$ cat src/rtl/key_pkg.sv
// key_pkg: shared types and constants for the key conditioning block.
//   key_state_t : per-channel debounce FSM states.
//   KEY_UP/KEY_DOWN : bit positions of the two buttons in key_in/key_pulse/key_level.
package key_pkg;

   typedef enum logic [1:0] {
      RELEASED   = 2'd0,
      PRESS_DB   = 2'd1,
      HELD       = 2'd2,
      RELEASE_DB = 2'd3
   } key_state_t;

   localparam int KEY_UP   = 0;
   localparam int KEY_DOWN = 1;

endpackage

$ cat src/rtl/key_pulse_gen_if.sv
// key_pulse_gen_if: button-side bundle of the key conditioning block.
//   key_in    : raw buttons, 1 = pressed, asynchronous to clk ([0] UP, [1] DOWN)
//   key_pulse : one-cycle press strobes toward the counter
//   key_level : debounced stable level per key
// Modports: master = button/consumer side, slave = key_pulse_gen.
interface key_pulse_gen_if;

   logic [1:0] key_in;
   logic [1:0] key_pulse;
   logic [1:0] key_level;

   modport master (
      output key_in,
      input  key_pulse,
      input  key_level
   );

   modport slave (
      input  key_in,
      output key_pulse,
      output key_level
   );

endinterface

$ cat src/rtl/key_db_channel.sv
// key_db_channel: one button channel -- 2-flop synchroniser, debounce FSM,
// single-cycle press pulse and debounced level.
// Optional auto-repeat while held is compiled in with `define KEY_AUTOREPEAT_EN.
// Ports:
//   clk, rst  : clock, asynchronous active-high reset
//   key_raw   : raw button (async)
//   key_pulse : registered one-cycle strobe per accepted press (plus repeats)
//   key_level : registered debounced level
module key_db_channel
   import key_pkg::*;
#(
   parameter int DEBOUNCE_CYCLES = 2_000_000,
   parameter int CNT_W           = 21,
   parameter int REPEAT_DELAY    = 50_000_000,
   parameter int REPEAT_PERIOD   = 10_000_000
) (
   input  logic clk,
   input  logic rst,
   input  logic key_raw,
   output logic key_pulse,
   output logic key_level
);

   // Reject configurations where the debounce counter could not reach its terminal value.
   if (DEBOUNCE_CYCLES < 2 || CNT_W < 1 || CNT_W > 30 || (2 ** CNT_W) <= DEBOUNCE_CYCLES
       || REPEAT_DELAY < 1 || REPEAT_PERIOD < 1) begin : g_bad_cfg
      $error("key_db_channel: invalid parameter set");
   end

   localparam logic [CNT_W-1:0] CNT_LAST = CNT_W'(DEBOUNCE_CYCLES - 1);

   logic             sync1_q;
   logic             s_q;
   key_state_t       state_q, state_d;
   logic [CNT_W-1:0] cnt_q, cnt_d;
   logic             pulse_q, pulse_d;
   logic             level_q, level_d;
   logic             db_done;
   logic             rpt_fire;

   assign db_done = (cnt_q == CNT_LAST);

   // State register: synchroniser, FSM, counter and registered outputs.
   always_ff @(posedge clk or posedge rst) begin
      if (rst) begin
         sync1_q <= 1'b0;
         s_q     <= 1'b0;
         state_q <= RELEASED;
         cnt_q   <= '0;
         pulse_q <= 1'b0;
         level_q <= 1'b0;
      end else begin
         sync1_q <= key_raw;
         s_q     <= sync1_q;
         state_q <= state_d;
         cnt_q   <= cnt_d;
         pulse_q <= pulse_d;
         level_q <= level_d;
      end
   end

   // Next state. The counter restarts on every state change, so it never wraps.
   always_comb begin
      state_d = state_q;
      cnt_d   = cnt_q;
      case (state_q)
         RELEASED: begin
            if (s_q) begin
               state_d = PRESS_DB;
               cnt_d   = CNT_W'(1);
            end else begin
               cnt_d   = '0;
            end
         end
         PRESS_DB: begin
            if (!s_q) begin
               state_d = RELEASED;
               cnt_d   = '0;
            end else if (db_done) begin
               state_d = HELD;
               cnt_d   = '0;
            end else begin
               cnt_d   = cnt_q + CNT_W'(1);
            end
         end
         HELD: begin
            if (!s_q) begin
               state_d = RELEASE_DB;
               cnt_d   = CNT_W'(1);
            end else begin
               cnt_d   = '0;
            end
         end
         RELEASE_DB: begin
            if (s_q) begin
               state_d = HELD;
               cnt_d   = '0;
            end else if (db_done) begin
               state_d = RELEASED;
               cnt_d   = '0;
            end else begin
               cnt_d   = cnt_q + CNT_W'(1);
            end
         end
         default: begin
            state_d = RELEASED;
            cnt_d   = '0;
         end
      endcase
   end

   // Outputs: pulse only on the accepting transition into HELD; level follows accepted edges.
   always_comb begin
      pulse_d = rpt_fire;
      level_d = level_q;
      case (state_q)
         PRESS_DB: begin
            if (s_q && db_done) begin
               pulse_d = 1'b1;
               level_d = 1'b1;
            end
         end
         RELEASE_DB: begin
            if (!s_q && db_done) begin
               level_d = 1'b0;
            end
         end
         default: ;
      endcase
   end

`ifdef KEY_AUTOREPEAT_EN
   localparam int RPT_MAX = (REPEAT_DELAY > REPEAT_PERIOD) ? REPEAT_DELAY : REPEAT_PERIOD;
   localparam int RPT_W   = $clog2(RPT_MAX + 1);

   logic [RPT_W-1:0] rpt_q, rpt_d;
   logic             rpt_phase_q, rpt_phase_d;  // 0: waiting initial delay, 1: periodic

   // Repeat counter runs only while HELD with the key still down; it is frozen in
   // RELEASE_DB so a release glitch does not restart the repeat timing.
   always_comb begin
      rpt_d       = rpt_q;
      rpt_phase_d = rpt_phase_q;
      rpt_fire    = 1'b0;
      case (state_q)
         HELD: begin
            if (s_q) begin
               if (rpt_q == (rpt_phase_q ? RPT_W'(REPEAT_PERIOD - 1) : RPT_W'(REPEAT_DELAY - 1))) begin
                  rpt_fire    = 1'b1;
                  rpt_d       = '0;
                  rpt_phase_d = 1'b1;
               end else begin
                  rpt_d       = rpt_q + RPT_W'(1);
               end
            end
         end
         RELEASE_DB: begin
            if (!s_q && db_done) begin
               rpt_d       = '0;
               rpt_phase_d = 1'b0;
            end
         end
         default: begin
            rpt_d       = '0;
            rpt_phase_d = 1'b0;
         end
      endcase
   end

   always_ff @(posedge clk or posedge rst) begin
      if (rst) begin
         rpt_q       <= '0;
         rpt_phase_q <= 1'b0;
      end else begin
         rpt_q       <= rpt_d;
         rpt_phase_q <= rpt_phase_d;
      end
   end
`else
   assign rpt_fire = 1'b0;
`endif

   assign key_pulse = pulse_q;
   assign key_level = level_q;

endmodule

$ cat src/rtl/key_pulse_gen.sv
// key_pulse_gen: conditions the UP/DOWN push buttons into clean key strobes.
// Each bit is synchronised, debounced and turned into one pulse per press.
// Optional auto-repeat while held: `define KEY_AUTOREPEAT_EN.
// Ports:
//   clk, rst : clock, asynchronous active-high reset
//   bus      : key_pulse_gen_if.slave (key_in in, key_pulse/key_level out)
module key_pulse_gen
   import key_pkg::*;
#(
   parameter int DEBOUNCE_CYCLES = 2_000_000,
   parameter int CNT_W           = 21,
   parameter int REPEAT_DELAY    = 50_000_000,
   parameter int REPEAT_PERIOD   = 10_000_000
) (
   input  logic             clk,
   input  logic             rst,
   key_pulse_gen_if.slave   bus
);

   localparam int NUM_KEYS = KEY_DOWN - KEY_UP + 1;

   logic [NUM_KEYS-1:0] pulse_w;
   logic [NUM_KEYS-1:0] level_w;

   // Channels are fully independent; simultaneous presses pass through as 2'b11.
   for (genvar gi = 0; gi < NUM_KEYS; gi++) begin : g_ch
      key_db_channel #(
         .DEBOUNCE_CYCLES (DEBOUNCE_CYCLES),
         .CNT_W           (CNT_W),
         .REPEAT_DELAY    (REPEAT_DELAY),
         .REPEAT_PERIOD   (REPEAT_PERIOD)
      ) u_ch (
         .clk       (clk),
         .rst       (rst),
         .key_raw   (bus.key_in[gi]),
         .key_pulse (pulse_w[gi]),
         .key_level (level_w[gi])
      );
   end

   assign bus.key_pulse = pulse_w;
   assign bus.key_level = level_w;

endmodule

$ cat src/flat_wrapper.sv
// flat-port wrapper written by rule: the top's interface ports become plain ports
module key_pulse_gen_flat import key_pkg::*;
#(
   parameter int DEBOUNCE_CYCLES = 2_000_000,
   parameter int CNT_W           = 21,
   parameter int REPEAT_DELAY    = 50_000_000,
   parameter int REPEAT_PERIOD   = 10_000_000
)
  (clk, rst, bus_key_in, bus_key_pulse, bus_key_level);
  key_pulse_gen_if bus_i ();
  input  logic clk;
  input  logic rst;
  input wire logic [$bits(bus_i.key_in)-1:0] bus_key_in;
  output wire logic [$bits(bus_i.key_pulse)-1:0] bus_key_pulse;
  output wire logic [$bits(bus_i.key_level)-1:0] bus_key_level;
  assign bus_i.key_in = bus_key_in;
  assign bus_key_pulse = bus_i.key_pulse;
  assign bus_key_level = bus_i.key_level;
  key_pulse_gen #(.DEBOUNCE_CYCLES(DEBOUNCE_CYCLES), .CNT_W(CNT_W), .REPEAT_DELAY(REPEAT_DELAY), .REPEAT_PERIOD(REPEAT_PERIOD)) u_core (.clk(clk), .rst(rst), .bus(bus_i));
endmodule
$ cat config.mk
export PLATFORM = sky130hd
export DESIGN_NAME = key_pulse_gen_flat
export DESIGN_NICKNAME = d
export VERILOG_FILES = /design/src/rtl/key_pkg.sv /design/src/rtl/key_pulse_gen_if.sv /design/src/rtl/key_db_channel.sv /design/src/rtl/key_pulse_gen.sv /design/src/flat_wrapper.sv
export SDC_FILE = /design/constraint.sdc
export NUM_CORES = 1
export LEC_CHECK = 0
export CAP_MARGIN = 20
export CORE_AREA = 2 2 62 108
export CTS_CLUSTER_SIZE = 24
export DETAILED_ROUTE_END_ITERATION = 16
export DIE_AREA = 0 0 64 110
export PLACE_DENSITY = 0.63
export SYNTH_ARGS = -nofsm -noshare
export SYNTH_HDL_FRONTEND = slang
export SYNTH_SLANG_ARGS = --single-unit
$ cat constraint.sdc
create_clock -name clk -period 2.82 [get_ports clk]
set_clock_uncertainty 0.05 [all_clocks]
set_input_delay 0.705 -clock clk [delete_from_list [all_inputs] [get_ports clk]]
set_output_delay 0.705 -clock clk [all_outputs]
set_load 0.01 [all_outputs]
==> flow_summary_export.csv <==
group,metric,value,unit
power,p_seq_share,58.3,%
sta,fin_tns_setup,0,ns
worst_setup_path,critPathArrivalTime,2.38,ns
detailed_routing,drc,0,
synth,synth_top_area_share,50.2,%
synth,synth_edf_count,0,
placement,place.gp.congestion,0.764,
power,p_leak,1.14,nW
power,irDropWorstVdd,0.280,mV
worst_setup_path,critical_path.max_fanout,6,
sta,tightest_slew,0.517,ns
synth,ys.flop_type,"dfrtp_1",
die,ioPinCount,8,
worst_setup_path,startpoint,"u_core.g_ch[1].u_ch.cnt_q[8]",
detailed_routing,avgViaCountPerCell,5.69,
flow_run,maxCapViolCount,0,
power,power.share.clock,37.9,%
clock_tree,clk_path_buf_depth,2,
synth,ys_ff_latch,54,
clock_tree,cts_root_buffer,"clkbuf_8",
die,die_x,64,um
hold_path,hp-start,"u_core.g_ch[1].u_ch.sync1_q",
clock_tree,hold_buffers,0,
global_routing,grt_overflow_total,0,
clock_tree,cts.repair.resized,0,
power,p_int,0.00107,W
synth,syn_inst,264,
clock_tree,worstSkewPairLatency,0.31,ns
global_routing,grt_use_total,16.6,%
worst_setup_path,cp-start-kind,"register",
worst_setup_path,crit_path_cell_trace,"or4b_1 > or4_1 > nor3_4 > mux2_1",
global_routing,antenna_found_initial,0,
synth,synth.net_count,270,
sta,clock.fmax,449,MHz
synth,yosys.area.top_type,"dfrtp_1",
sta,relSlewSlack,65.4,%
die,dieHeight,110,um
clock_tree,clkSlewWorstSetupHoldPaths,0.09,ns
sta,post-route-period-util,78.9,%
synth,syn-cell-area,2690,sq um
synth,synth-simple-area-share,25.2,%
clock_tree,cts_buffers,5,
cells_and_area,antennaDiodeCount,0,
detailed_routing,vias,1981,
clock_tree,post_cts_buffers,0,
worst_setup_path,cp_slowest_cell,"or4_1",
die,rows,38,
detailed_routing,drt_first_pass_iters,4,
sta,drv_slew,0,
worst_setup_path,crit_required,2.97,ns
outcome,status,"complete, no violations",
placement,placed_area,2810,sq um
synth,synth_compound_area_share,11.0,%
synth,async_flop_share,100,%
cells_and_area,areaGrowthSynthToFinish,8.37,%
cells_and_area,layout.nets,273,
synth,synth_xor_area_share,7.16,%
worst_setup_path,slowest_delay,0.56,ns
placement,io_buffer_count,7,
synth,avgSynthCellArea,10.2,sq um
synth,ys_types,43,
global_routing,grt_pass1_vias,2009,
synth,synth_fa_ha_area_share,0.930,%
hold_path,hold_path.class,"reg2reg",
die,initial_utilization,43.9,%
clock_tree,clock-sinks,54,
worst_setup_path,end_kind,"register",
worst_setup_path,timing.rr.start,"u_core.g_ch[1].u_ch.cnt_q[8]",
power,combinationalPowerShare,3.9,%
cells_and_area,fin_area,2920,sq um
power,power.share.switching,21.3,%
cells_and_area,drive_above_1_share,6.34,%
global_routing,grt_pass1_wl,9170,um
synth,synth_area_leaders,"dfrtp_1 (50%), xor2_1 (4.9%), or4_1 (4.5%)",
detailed_routing,drtIter0Drc,129,
clock_tree,htreeDepth,2,
sta,layout_min_cycle_time,2.22,ns
synth,ys_warn_count,0,
synth,ys_seq_area_share,50.2,%
die,core-area,6130,sq um
global_routing,grt_max_degree,55,
detailed_routing,wire_per_inst,15.0,um
sta,finalSetupViolCount,0,
sta,rsz0062_at_grt,"no",
synth,synthMuxAreaShare,0.837,%
die,dieArea,7040,sq um
worst_setup_path,crit_type,"reg2reg",
placement,post-dp-hpwl,3640,um
power,power.switching,0.000288,W
clock_tree,cts_tree,"done",
sta,hold_viol_final,0,
synth,synth_top_family_by_area,"simple AND/OR/NAND/NOR gates",
detailed_routing,ant_nets,0,
power,power_per_cell_area,464,nW/um^2
detailed_routing,drt-total-wl,5210,um
-- cells in the final DEF (no fill, tap or decap), types with 6 or more instances in the layout --
master | netlist | layout
nand4_1 | 11 | 11
xor2_1 | 15 | 15
inv_1 | 8 | 7
clkdlybuf4s50_1 | 0 | 7
nand2_1 | 13 | 13
nand3_1 | 15 | 15
nor2_1 | 26 | 26
dfrtp_1 | 54 | 54
and2_1 | 6 | 6
o31ai_1 | 12 | 12
a21oi_1 | 19 | 19
xnor2_1 | 7 | 7
or4_1 | 16 | 16
-- power groups by stage --
stage	combinational, W	clock [W]	sequential, W
after floorplan	0.0000370	0	0.000802
after CTS	0.0000550	0.000526	0.000788
after detailed placement	0.0000549	0	0.000804
final	0.0000526	0.000512	0.000788
after global placement	0.0000543	0	0.000803
after global routing	0.0000608	0.000553	0.000790
-- routing by layer --
layer	part of all wire (%)	track usage (%)	routed length, um
met4	3.0	8.23	154
met1	41	17.9	2120
met2	54	30.7	2830
met3	1.8	3.05	95
met5	0	0	0
-- path summary, 6_finish.rpt --
kind | to | slack (ns) | depth (start not counted)
hold reg to reg | u_core.g_ch[1].u_ch.s_q | 0.30 | 0
setup reg to reg | register | 0.60 | 4
min in group asynchronous | u_core.g_ch[1].u_ch.key_level | 0.70 | 3
setup / recovery | register | 0.60 | 4
hold / removal | u_core.g_ch[1].u_ch.s_q | 0.30 | 0
max in group asynchronous | u_core.g_ch[0].u_ch.s_q | 1.78 | 3
-- cells in the mapped netlist, types with 2 or more instances --
master	n
dfrtp_1	54
nor2_1	26
a21oi_1	19
or4_1	16
nand3_1	15
xor2_1	15
nand2_1	13
o31ai_1	12
nand4_1	11
inv_1	8
buf_4	7
xnor2_1	7
and2_1	6
o21ai_0	5
or3_1	5
and3_1	4
and4_1	4
clkbuf_1	4
buf_2	3
nand4b_1	3
a21o_1	2
a2bb2oi_1	2
ha_1	2
nor4_1	2
-- sequential cells by signal, summed over array words and instances (netlist names), named ones only --
register	cells
u_core.g_ch.u_ch.sync1_q	2
u_core.g_ch.u_ch.key_pulse	2
u_core.g_ch.u_ch.key_level	2
u_core.g_ch.u_ch.cnt_q	42
u_core.g_ch.u_ch.state_q	2
u_core.g_ch.u_ch.s_q	2
-- per-stage QoR --
| step | total power [W] | cells | util [%] | worst slack [ns] | hold slack [ns] |
|---|---|---|---|---|---|
| global placement | 0.000858 | 340 | 45.8 | 0.649 | 0.283 |
| CTS | 0.00137 | 348 | 47.5 | 0.590 | 0.306 |
| floorplan | 0.000839 | 264 | - | 0.736 | 0.281 |
| global route | 0.00140 | 348 | 47.5 | 0.481 | 0.316 |
| detailed placement | 0.000859 | 340 | 45.8 | 0.610 | 0.286 |
| finish | 0.00135 | 348 | 47.5 | 0.595 | 0.303 |
-- cells by family (layout without fill, tap and decap cells) --
group | after synthesis | after routing
AND/OR/NAND/NOR | 114 | 114
flip-flops | 54 | 54
AO/OA/AOI/OAI | 47 | 47
buffers and inverters | 23 | 27
XOR/XNOR | 22 | 22
adder cells (fa/ha/maj) | 2 | 2
multiplexers | 2 | 2
-- critical path, delay by kind of cell (launching register included) --
family | cells | cell delay [ns]
DFF | 1 | 0.41
muxes | 1 | 0.34
and+or+nand+nor | 3 | 1.32
-- final cells by class --
| cell class | instances | area (sq um) |
|---|---|---|
| Fill cell | 571 | 3220 |
| Multi-Input combinational cell | 187 | 1210 |
| Clock buffer | 7 | 76.3 |
| Inverter | 8 | 30.0 |
| Sequential cell | 54 | 1350 |
| Tap cell | 80 | 100 |
| Timing Repair Buffer | 11 | 113 |
| Clock inverter | 1 | 30.0 |
(Power assumes the default switching activity.)
